## src/rtl/fm_transmitter_pkg.sv

```systemverilog
// Shared receiver types: rx state encoding and byte width.
package fm_transmitter_pkg;

    localparam int BYTE_BITS = 8;

    typedef enum logic [1:0] {
        IDLE  = 2'd0,
        START = 2'd1,
        DATA  = 2'd2,
        STOP  = 2'd3
    } rx_state_t;

endpackage

```

## src/rtl/uart_bit_timer.sv

```systemverilog
// Fractional-N bit clock: adds uartRate each cycle, ticks when the sum reaches slowRate.
module uart_bit_timer #(
    parameter int slowRate = 76_800_000,
    parameter int uartRate = 12_000_000
) (
    input  logic clkSlow,
    input  logic reset,
    input  logic restart,
    output logic bitTick
);

    localparam int SUM_W = $clog2(slowRate + uartRate + 1);
    localparam int ACC_W = (SUM_W > 32) ? SUM_W : 32;
    localparam logic [ACC_W-1:0] SLOW = ACC_W'(slowRate);
    localparam logic [ACC_W-1:0] STEP = ACC_W'(uartRate);
    localparam logic [ACC_W-1:0] HALF = ACC_W'(slowRate / 2);

    logic [ACC_W-1:0] acc;
    logic [ACC_W-1:0] sum;

    // acc stays below slowRate, so sum never exceeds slowRate+uartRate
    assign sum     = acc + STEP;
    assign bitTick = (sum >= SLOW);

    always_ff @(posedge clkSlow) begin
        if (reset) begin
            acc <= '0;
        end else if (restart) begin
            acc <= HALF;
        end else if (bitTick) begin
            acc <= sum - SLOW;
        end else begin
            acc <= sum;
        end
    end

endmodule

```

## src/rtl/uart_sample_receiver.sv

```systemverilog
// 8N1 UART receiver assembling blockSize bytes into one audio sample word.
// Optional macro UART_GAP_RESYNC_EN: drop a partial block after gapCycles idle cycles.
module uart_sample_receiver
    import fm_transmitter_pkg::*;
#(
    parameter int slowRate  = 76_800_000,
    parameter int uartRate  = 12_000_000,
    parameter int blockSize = 3,
    parameter int gapCycles = 1024
) (
    input  logic                       clkSlow,
    input  logic                       reset,
    input  logic                       uart,
    output logic [8*blockSize-1:0]     sample,
    output logic                       sampleValid,
    output logic                       frameError
);

    localparam int IDX_W = (blockSize > 1) ? $clog2(blockSize) : 1;
    localparam logic [IDX_W-1:0] LAST_IDX = IDX_W'(blockSize - 1);

    logic                     uart_p0;
    logic                     uart_p1;
    logic                     uart_p2;
    logic                     fall;
    logic                     restart;
    logic                     bitTick;
    rx_state_t                state;
    logic [2:0]               bit_cnt;
    logic [IDX_W-1:0]         idx;
    logic [BYTE_BITS-1:0]     shift;
    logic [8*blockSize-1:0]   blk;
    logic [8*blockSize-1:0]   assembled;

    // Stage p0/p1: two-flop synchronizer; p2 holds the previous synchronized level
    always_ff @(posedge clkSlow) begin
        if (reset) begin
            uart_p0 <= 1'b1;
            uart_p1 <= 1'b1;
            uart_p2 <= 1'b1;
        end else begin
            uart_p0 <= uart;
            uart_p1 <= uart_p0;
            uart_p2 <= uart_p1;
        end
    end

    assign fall    = uart_p2 & ~uart_p1;
    assign restart = (state == IDLE) && fall;

    uart_bit_timer #(
        .slowRate (slowRate),
        .uartRate (uartRate)
    ) u_timer (
        .clkSlow (clkSlow),
        .reset   (reset),
        .restart (restart),
        .bitTick (bitTick)
    );

    always_comb begin
        assembled = blk;
        assembled[int'(idx)*BYTE_BITS +: BYTE_BITS] = shift;
    end

`ifdef UART_GAP_RESYNC_EN
    localparam int GAP_W = $clog2(gapCycles + 1);
    logic [GAP_W-1:0] gap_cnt;
`endif

    always_ff @(posedge clkSlow) begin
        if (reset) begin
            state       <= IDLE;
            bit_cnt     <= 3'd0;
            idx         <= '0;
            sample      <= '0;
            sampleValid <= 1'b0;
            frameError  <= 1'b0;
`ifdef UART_GAP_RESYNC_EN
            gap_cnt     <= '0;
`endif
        end else begin
            sampleValid <= 1'b0;
            frameError  <= 1'b0;
`ifdef UART_GAP_RESYNC_EN
            gap_cnt     <= '0;
`endif
            case (state)
                IDLE: begin
                    if (fall) begin
                        state <= START;
`ifdef UART_GAP_RESYNC_EN
                    end else if (idx != '0) begin
                        if (gap_cnt == GAP_W'(gapCycles - 1)) begin
                            idx <= '0;
                        end else begin
                            gap_cnt <= gap_cnt + GAP_W'(1);
                        end
`endif
                    end
                end
                START: begin
                    if (bitTick) begin
                        state   <= uart_p1 ? IDLE : DATA;
                        bit_cnt <= 3'd0;
                    end
                end
                DATA: begin
                    if (bitTick) begin
                        bit_cnt <= bit_cnt + 3'd1;
                        if (bit_cnt == 3'd7) begin
                            state <= STOP;
                        end
                    end
                end
                STOP: begin
                    if (bitTick) begin
                        state <= IDLE;
                        if (!uart_p1) begin
                            frameError <= 1'b1;
                            idx        <= '0;
                        end else if (idx == LAST_IDX) begin
                            sample      <= assembled;
                            sampleValid <= 1'b1;
                            idx         <= '0;
                        end else begin
                            idx <= idx + IDX_W'(1);
                        end
                    end
                end
                default: state <= IDLE;
            endcase
        end
    end

    // Data path: shift register and partial block carry no reset
    always_ff @(posedge clkSlow) begin
        if (state == DATA && bitTick) begin
            shift <= {uart_p1, shift[BYTE_BITS-1:1]};
        end
        if (state == STOP && bitTick && uart_p1) begin
            blk <= assembled;
        end
    end

endmodule
```

## config.mk

```make
export PLATFORM = sky130hd
export DESIGN_NAME = uart_sample_receiver
export DESIGN_NICKNAME = d
export VERILOG_FILES = /design/src/rtl/fm_transmitter_pkg.sv /design/src/rtl/uart_bit_timer.sv /design/src/rtl/uart_sample_receiver.sv
export SDC_FILE = /design/constraint.sdc
export NUM_CORES = 1
export LEC_CHECK = 0
export BUFFER_PORTS_ARGS = -buffer_cell sky130_fd_sc_hd__buf_4
export CORE_ASPECT_RATIO = 1.5
export CORE_MARGIN = 5
export CORE_UTILIZATION = 50
export CTS_CLUSTER_DIAMETER = 40
export DETAILED_ROUTE_END_ITERATION = 7
export PLACE_DENSITY = 0.77
export SYNTH_ARGS = -nofsm -noshare
export SYNTH_HDL_FRONTEND = slang
export SYNTH_SLANG_ARGS = --single-unit
```

## constraint.sdc

```tcl
create_clock -name clkSlow -period 6.6 [get_ports clkSlow]
set_input_delay 0.33 -clock clkSlow [delete_from_list [all_inputs] [get_ports clkSlow]]
set_output_delay 0.33 -clock clkSlow [all_outputs]
set_load 0.01 [all_outputs]
```

==> results of run 1 <==
==> logic make-up after synthesis <==
group	Yosys count	synth area share [%]
and+or+nand+nor	221	22.2
muxes	36	9.04
AOI/OAI and AO/OA	123	16.3
xor gates and xnor gates	19	3.21
DFF	92	41.8
adders and majority gates	9	2.18
buffers and inverters	61	5.29
==> routing by layer <==
metal  up-vias  part of all wire (%)  global-route usage [%]
li1       2022                     -                       -
met1      1963                    40                    21.9
met2       121                    52                    33.5
met3        35                   4.5                    2.84
met4         0                   3.6                    10.3
met5         -                     0                       0
==> worst max-delay path, stage by stage (launching register included) <==
cell      delay [ns]
dfxtp_1         0.43
nor4_1          0.59
o31ai_1         0.23
o21ai_0         0.42
xor2_1          0.49
o211ai_2        0.54
a21oi_1         0.46
and2_1          0.88
==> cell type report <==
class                      count  area, um2  share of cell area, %
inverter                      35        131                   2.30
multi-input combinational    408       2750                   48.1
clock inverter                 6       72.6                   1.27
sequential                    92       2160                   37.9
timing repair buffer          29        218                   3.81
clock buffer                  10        229                   4.01
tap                          117        146                   2.57
==> flip-flops by register name, summed over array words and instances (netlist names), named ones only <==
register	flops
bit_cnt	3
blk	24
frameError	1
idx	2
sample	24
sampleValid	1
shift	8
state	1
u_timer.acc	24
uart_p0	1
uart_p1	1
uart_p2	1
==> cell usage in the layout, fill, tap and decap left out, types with 13 or more instances in the layout <==
master,count
nor3_1,13
nor2_1,30
and2_1,28
o21ai_0,39
xnor2_1,13
nand3_1,14
buf_4,29
nand2_1,69
dfxtp_1,60
a21oi_1,20
nor2b_1,27
mux2_4,20
inv_1,35
edfxtp_1,32
==> power breakdown <==
part           leakage, nW  switching, mW  internal, mW
Combinational         1.33          0.510         0.294
Clock                0.143          0.225         0.297
Sequential           0.777         0.0856         0.636
Total                 2.25          0.820          1.23
==> final timing paths <==
check / depth (start not counted) / slack (ns) / to
min: 2 / 0.17 / uart_p0
min reg2reg: 1 / 0.41 / uart_p1
max: 7 / 2.16 / blk[6]
max reg2reg: 7 / 2.16 / blk[6]
==> stage by stage <==
stage	cells	hold WS, ns	util [%]	area [um2]	total power, mW
2_1_floorplan	561	0.389	-	5180	1.37
3_3_place_gp	681	0.400	53.3	5400	1.50
3_5_place_dp	681	0.399	53.3	5400	1.52
4_1_cts	697	0.165	56.2	5700	2.04
5_1_grt	697	0.171	56.3	5710	2.18
6_report	697	0.170	56.3	5710	2.05
==> results.md, run 1 <==
- Outcome: completed
- Vias in the first global route: approximately 4k
- First DRT Iteration DRCs: 199
- Class of the most critical hold timing path: input port to register
- Clock-pin transition on the worst setup and hold timing paths: roughly 0.06 ns
- Placement row count: 45
- RSZ-0062 raised after global routing: false
- Worst-case vdd ir drop: between 0.2 and 0.3 mV
- Global router's overall resource usage: 19.0%
- Cell chosen for the clock root: clkbuf_16
- Average via count per standard cell: roughly 6
- Sinks on the clock net: 92
- Full die area: about 13,000 um2
- Setup Fix Bufs, Post-CTS: 0
- Share of layout cells above drive strength 1: 15.3%
- DP Worst Slack: approximately 2.3 ns
- CP arrival: between 4 and 5 ns
- Commonest cells in the synthesized netlist: nand2_1 (69), dfxtp_1 (60), o21ai_0 (39), inv_1 (35), edfxtp_1 (32)
- Critical setup path kind: register to register
- Summed instance area of the synthesized netlist: around 5200 um2
- Post-DRT Antenna Nets: 0
- Min Tclk post-route: around 4.4 ns
- Most repeated cell in the gate-level netlist after synthesis: nand2_1
- Worst reg2reg startpoint: u_timer.acc[16]
- Initial Util: slightly above 50%
- Clock latency at the later pin of the worst-skew pair: roughly 0.35 ns
- Number of nets in the layout: approximately 600
- Hold Crit Start: uart
- Transition time of the tightest slew-check pin: about 1.2 ns
- Port buffer count: 28
- Maximum buffer depth of the clock tree: 2
- Cell count after synthesis: around 560
- Antenna cell count: 0
- Number of DRC violations after detailed routing: 0
- Maximum net fanout on the critical path: 24
- Number of synthesized register bits: 92
- Share of the clock period used by the worst path after layout: between 60% and 70%
- Wire length of the first global-routing pass: a little under 20 mm
- Portion of the post-synthesis area used by sequential elements: between 40% and 50%
- Final Hold Viols: 0
- Weighted congestion at the end of routability-driven global placement: ~0.98
- Portion of synthesized cell area occupied by the leading cell type: a little under a quarter
- Hpwl dp: just over 8 mm
- Average cell area after synthesis: between 9 and 10 um2
- Synth async-reset ratio: 0%
- H-tree depth: 3
- Count of distinct cell types in the synthesized netlist: 69
- Count of flip-flops with a built-in enable after synthesis: 32
- Antenna violations before repair: 0
- Most used flip-flop cell after synthesis: dfxtp_1
- Setup ws final: between 2 and 2.5 ns
- Crit end category: register
- Normalized max-slew margin: 21.7%
- Final count of pins violating max slew: 0
- Clock tree from TritonCTS: done
- Final count of negative-setup-slack endpoints: 0
- FILL cells: 881
- Max-cap check violation count: 0
- Accumulated negative setup slack: 0 ns
- Largest net degree at the start of global routing: 38
- Power density normalized to cell area: 359 nW/um2
- Total wire length: 11.5 mm
- TritonCTS Buffers: 9
- I/O pin count: 29
- Die Height: 135 um
- Post-route clock skew: just under 0.008 ns
- Growth of design area from synthesis to finish: 10.2%
- Cell type with the highest aggregate area in the netlist: dfxtp_1
- Syn_nets: about 570
- Nature of the critical path startpoint: register
- Data required time at the worst endpoint: about 6.6 ns
- Die Width: 93.1 um
- Grt ovf: 0
- Number of gates given a new drive strength after cts: 0
- Post-cts hold buffer count: 0
- Average routed wire per standard cell: approximately 16 um
- Total number of vias: about 4.1k
- Core outline area: 10,100 um2
- First-pass iteration count of the detailed router: 5
- Total of warnings raised by yosys: 0
- LEAKAGE: between 2 and 2.5 nW
- Timing-limited maximum frequency: around 230 MHz
- Largest cells by area after synthesis: dfxtp_1 (23%), edfxtp_1 (19%), mux2_4 (5.8%), nand2_1 (5.0%), o21ai_0 (3.8%)
- Critical Path Start: u_timer.acc[16]
(Power assumes the default switching activity.)
==> run 2, diff against run 1 <==
clock period = 4.2 ns   (was 6.6 ns; I/O delays follow)
==> results.md, run 2 (synthesis results as in run 1) <==
- Outcome: completed
- Largest registers: blk x24, sample x24, u_timer.acc x24
- Number of nets in the layout: 595
- Initial Util: between 50% and 60%
- Timing-limited maximum frequency: about 260 MHz
- Sinks on the clock net: 92
- Average via count per standard cell: slightly below 6
- Transition time of the tightest slew-check pin: 1.21 ns
- Full die area: ~13,000 um2
- Wire length of the first global-routing pass: 19.5 mm
- Nature of the critical path startpoint: register
- Post-route met1 wirelength: around 4.8 mm
- Antenna violations before repair: 0
- Final count of negative-setup-slack endpoints: 0
- I/O pin count: 29
- Weighted congestion at the end of routability-driven global placement: 0.952
- Placement row count: 45
- H-tree depth: 3
- Core outline area: 10,100 um2
- Worst path slowest cell: a21oi_4
- Min Tclk post-route: a little under 4 ns
- Largest net degree at the start of global routing: 38
- Number of DRC violations after detailed routing: 0
- Commonest non-fill, non-tap cell in the layout: nand2_1
- First DRT Iteration DRCs: a little under 300
- Overall power: 3.33 mW
- DR WL met2: approximately 6.4 mm
- FILL cells: between 900 and 1k
- First-pass iteration count of the detailed router: 4
- Share of layout cells above drive strength 1: about 17%
- DP Worst Slack: slightly above 0.08 ns
- Clock tree from TritonCTS: done
- Worst path bufs/invs: 1
- Total number of vias: between 4k and 5k
- Accumulated negative setup slack: 0 ns
- Vias in the first global route: approximately 4.1k
- Die Width: 93.1 um
- Maximum cell stage delay along the critical path: 0.87 ns
- Data required time at the worst endpoint: roughly 4.4 ns
- Grt ovf: 0
- Final count of pins violating max slew: 0
- Global router's overall resource usage: roughly 20%
- Total met3 wirelength after detailed routing: 483 um
- LEAKAGE: between 2 and 2.5 nW
- Die Height: 135 um
- Share of the clock period used by the worst path after layout: just over 90%
- Total wire length: roughly 12 mm
- Final Hold Viols: 0
- Topmost layer with routed signal wires: met4
- Cell chosen for the clock root: clkbuf_16
- Growth of design area from synthesis to finish: 11.4%
- Max-cap check violation count: 0
- Maximum net fanout on the critical path: 24
- Class of the most critical hold timing path: input port to register
- Commonest cells after routing, fill and taps aside: nand2_1 (69), dfxtp_1 (60), o21ai_0 (39)
- Port buffer count: 28
- Clock-pin transition on the worst setup and hold timing paths: about 0.06 ns
- Hpwl dp: ~8.5 mm
- Antenna cell count: 0
- Normalized max-slew margin: 18.5%
- Maximum buffer depth of the clock tree: 2
- CP arrival: 4.14 ns
- Power density normalized to cell area: roughly 580 nW/um2
- Critical setup path kind: register to register
- RSZ-0062 raised after global routing: false
- Clock latency at the later pin of the worst-skew pair: around 0.35 ns
- Crit end category: register
- Post-route clock skew: 0.00817 ns
- TritonCTS Buffers: 9
- Post-DRT Antenna Nets: 0
- Worst-case vdd ir drop: 0.358 mV
- Cells along the critical path: inv_1 > ha_1 > nor2b_1 > o21ai_1 > and4_1 > a311o_1 > a211oi_2 > o211ai_2 > a21oi_4 > mux2_2
- Post-cts hold buffer count: 0
- Average routed wire per standard cell: between 15 and 20 um
- Setup ws final: around 0.29 ns
- CP top delay family: compound AO/OA/AOI/OAI gates
-- run 2: cell types whose count changed in the layout (fill, tap and decap cells not counted), sizes merged --
cell / previous run / this run
buf: 29 / 37
inv: 36 / 37
clkinv: 3 / 2
-- run 2: path summary, 6_finish.rpt --
| kind | depth (start not counted) | startpoint | end | slack [ns] |
|---|---|---|---|---|
| max | 10 | u_timer.acc[8] | sample[7] | 0.29 |
| min | 2 | uart | uart_p0 | 0.05 |
| max reg2reg | 10 | u_timer.acc[8] | sample[7] | 0.29 |
| min reg2reg | 1 | uart_p0 | uart_p1 | 0.40 |
-- run 2: power by group --
part	switching [mW]	leakage [nW]	total [mW]	internal [mW]
clock	0.362	0.149	0.844	0.482
sequential	0.136	0.777	1.14	1.00
combinational	0.824	1.37	1.35	0.524
-- run 2: final cells by class --
cell class	instances	area [um2]	area share (%)
timing repair buffer	37	278	4.82
clock buffer	10	239	4.14
multi-input combinational	408	2740	47.5
tap	117	146	2.54
clock inverter	6	68.8	1.19
inverter	35	131	2.28
sequential	92	2160	37.5
-- run 2: stage by stage --
stage | util (%) | hold slack (ns) | std cells | instance area, um2
6_report | 56.9 | 0.0475 | 705 | 5770
5_1_grt | 56.9 | 0.0378 | 705 | 5770
4_1_cts | 56.7 | 0.0377 | 702 | 5740
3_5_place_dp | 53.6 | 0.399 | 686 | 5440
3_3_place_gp | 53.6 | 0.397 | 686 | 5440
2_1_floorplan | - | 0.314 | 561 | 5180
-- run 2: routing by layer --
metal,global-route usage [%],vias to the layer above
met5,0,-
met4,9.29,0
met3,3.62,32
met2,36.0,131
met1,21.2,1983
li1,-,2028
-- run 2: what timing repair did --
action | CTS | global route
resized for setup | 0 | 1
endpoints found under the setup margin | 0 | 32
setup buffers | 0 | 3
==> run 3, diff against run 2 <==
RECOVER_POWER = 100   (was not set)
==> results.md, run 3 (synthesis results as in run 1) <==
- Final Hold Viols: 0
- Clock tree from TritonCTS: done
- Wire length of the first global-routing pass: a little under 20 mm
- Post-route clock skew: 0.00821 ns
- Clock latency at the later pin of the worst-skew pair: 0.35 ns
- DP Area: between 5000 and 6000 um2
- Antenna violations before repair: 0
- Outcome: complete, but fails checks
- Vias in the first global route: about 4.1k
- Worst-case vdd ir drop: 0.355 mV
- Worst Hold Slack: between 0.04 and 0.05 ns
- Grt ovf: 0
- Full die area: 12,500 um2
- Post-DRT Antenna Nets: 0
- Violated checks: max-capacitance violations, max-slew violations
- First DRT Iteration DRCs: 280
- Share of the clock period used by the worst path after layout: 91.7%
- Maximum buffer depth of the clock tree: 2
- Largest registers: blk x24, sample x24, u_timer.acc x24
- Clock-pin transition on the worst setup and hold timing paths: roughly 0.070 ns
- Average via count per standard cell: roughly 5.9
- Number of nets in the layout: roughly 600
- Normalized max-slew margin: -12.0%
- Data required time at the worst endpoint: 4.25 ns
- Maximum net fanout on the critical path: 8
- Setup ws final: between 0.3 and 0.4 ns
- Commonest cells after routing, fill and taps aside: nand2_1 (69), dfxtp_1 (60), o21ai_0 (40)
- Core outline area: about 10,000 um2
- Transition time of the tightest slew-check pin: about 1.7 ns
- Sinks on the clock net: 92
- Growth of design area from synthesis to finish: 7.76%
- Share of layout cells above drive strength 1: 8.16%
- Hpwl dp: approximately 8.5 mm
- Antenna cell count: 0
- Nature of the critical path startpoint: register
- Max-cap check violation count: 1
- Global router's overall resource usage: just under 20%
- H-tree depth: 3
- Cell chosen for the clock root: clkbuf_16
- Weighted congestion at the end of routability-driven global placement: between 0.9 and 1
- Total number of vias: between 4k and 5k
- TritonCTS Buffers: 9
- Final count of negative-setup-slack endpoints: 0
- Die Height: about 130 um
- Non-Filler Cell Area, Final: 5580 um2
- DP Worst Slack: just over 0.08 ns
- RSZ-0062 raised after global routing: false
- Port buffer count: 28
- Timing-limited maximum frequency: about 260 MHz
- Crit end category: register
- Power density normalized to cell area: between 500 and 600 nW/um2
- Placement row count: 45
- Commonest non-fill, non-tap cell in the layout: nand2_1
- First-pass iteration count of the detailed router: 5
- Largest net degree at the start of global routing: 38
- I/O pin count: 29
- Average routed wire per standard cell: about 17 um
- CP arrival: ~4 ns
- Final count of pins violating max slew: 38
- Post-cts hold buffer count: 0
- Accumulated negative setup slack: 0 ns
- Die Width: between 90 and 100 um
- Min Tclk post-route: 3.85 ns
- Initial Util: between 50% and 60%
- Total wire length: 11.9 mm
- Class of the most critical hold timing path: input port to register
- Critical setup path kind: register to register
- LEAKAGE: approximately 2.2 nW
- Number of DRC violations after detailed routing: 0
-- run 3: layout make-up --
cell class | instances | area, um2
fillers | 949 | 4560
multi-input cells | 408 | 2660
clock buffers | 10 | 239
well taps | 117 | 146
flip-flops and latches | 92 | 2160
clock inverters | 6 | 68.8
repair buffers | 37 | 169
inverters | 35 | 131
-- run 3: metrics by stage --
| stage | util, % | instances | total power, mW |
|---|---|---|---|
| floorplan | - | 561 | 2.16 |
| global placement | 53.6 | 686 | 2.40 |
| global route | 55.0 | 705 | 3.50 |
| detailed placement | 53.6 | 686 | 2.43 |
| CTS | 56.7 | 702 | 3.28 |
| finish | 55.0 | 705 | 3.31 |
-- run 3: power breakdown --
group          leakage, nW  switching [mW]  internal, mW  total (mW)
sequential           0.777           0.134          1.00        1.13
combinational         1.25           0.820         0.513        1.33
clock                0.149           0.363         0.482       0.845
-- run 3: what timing repair did --
| item | in CTS | in global routing |
|---|---|---|
| endpoints found under the setup margin | 0 | 32 |
| setup buffers | 0 | 3 |
| gates resized for setup | 0 | 1 |
-- run 3: path summary, 6_finish.rpt --
check	slack (ns)	from	to	cells after the start
worst min register to register	0.41	uart_p0	uart_p1	1
worst min-delay path	0.05	uart	uart_p0	2
worst max register to register	0.35	u_timer.acc[8]	shift[7]	8
worst max-delay path	0.35	u_timer.acc[8]	shift[7]	8
-- run 3: metal layers --
layer  wire, um  global-route usage, %  vias to the layer above
li1           -                      -                     2033
met1       4710                   21.2                     1964
met2       6340                   36.0                      114
met3        500                   3.62                       30
met4        374                   9.29                        0
met5          0                      0                        -
-- run 3: critical path, cell delays in order, from the launching register on --
cell and delay [ns]:
dfxtp_1 0.40, o21ai_1 0.26, a2111oi_2 0.51, o21ai_0 0.30, or4b_1 0.61, a2111oi_4 0.44
o211ai_1 0.30, nor2_2 0.44, nor2_1 0.29
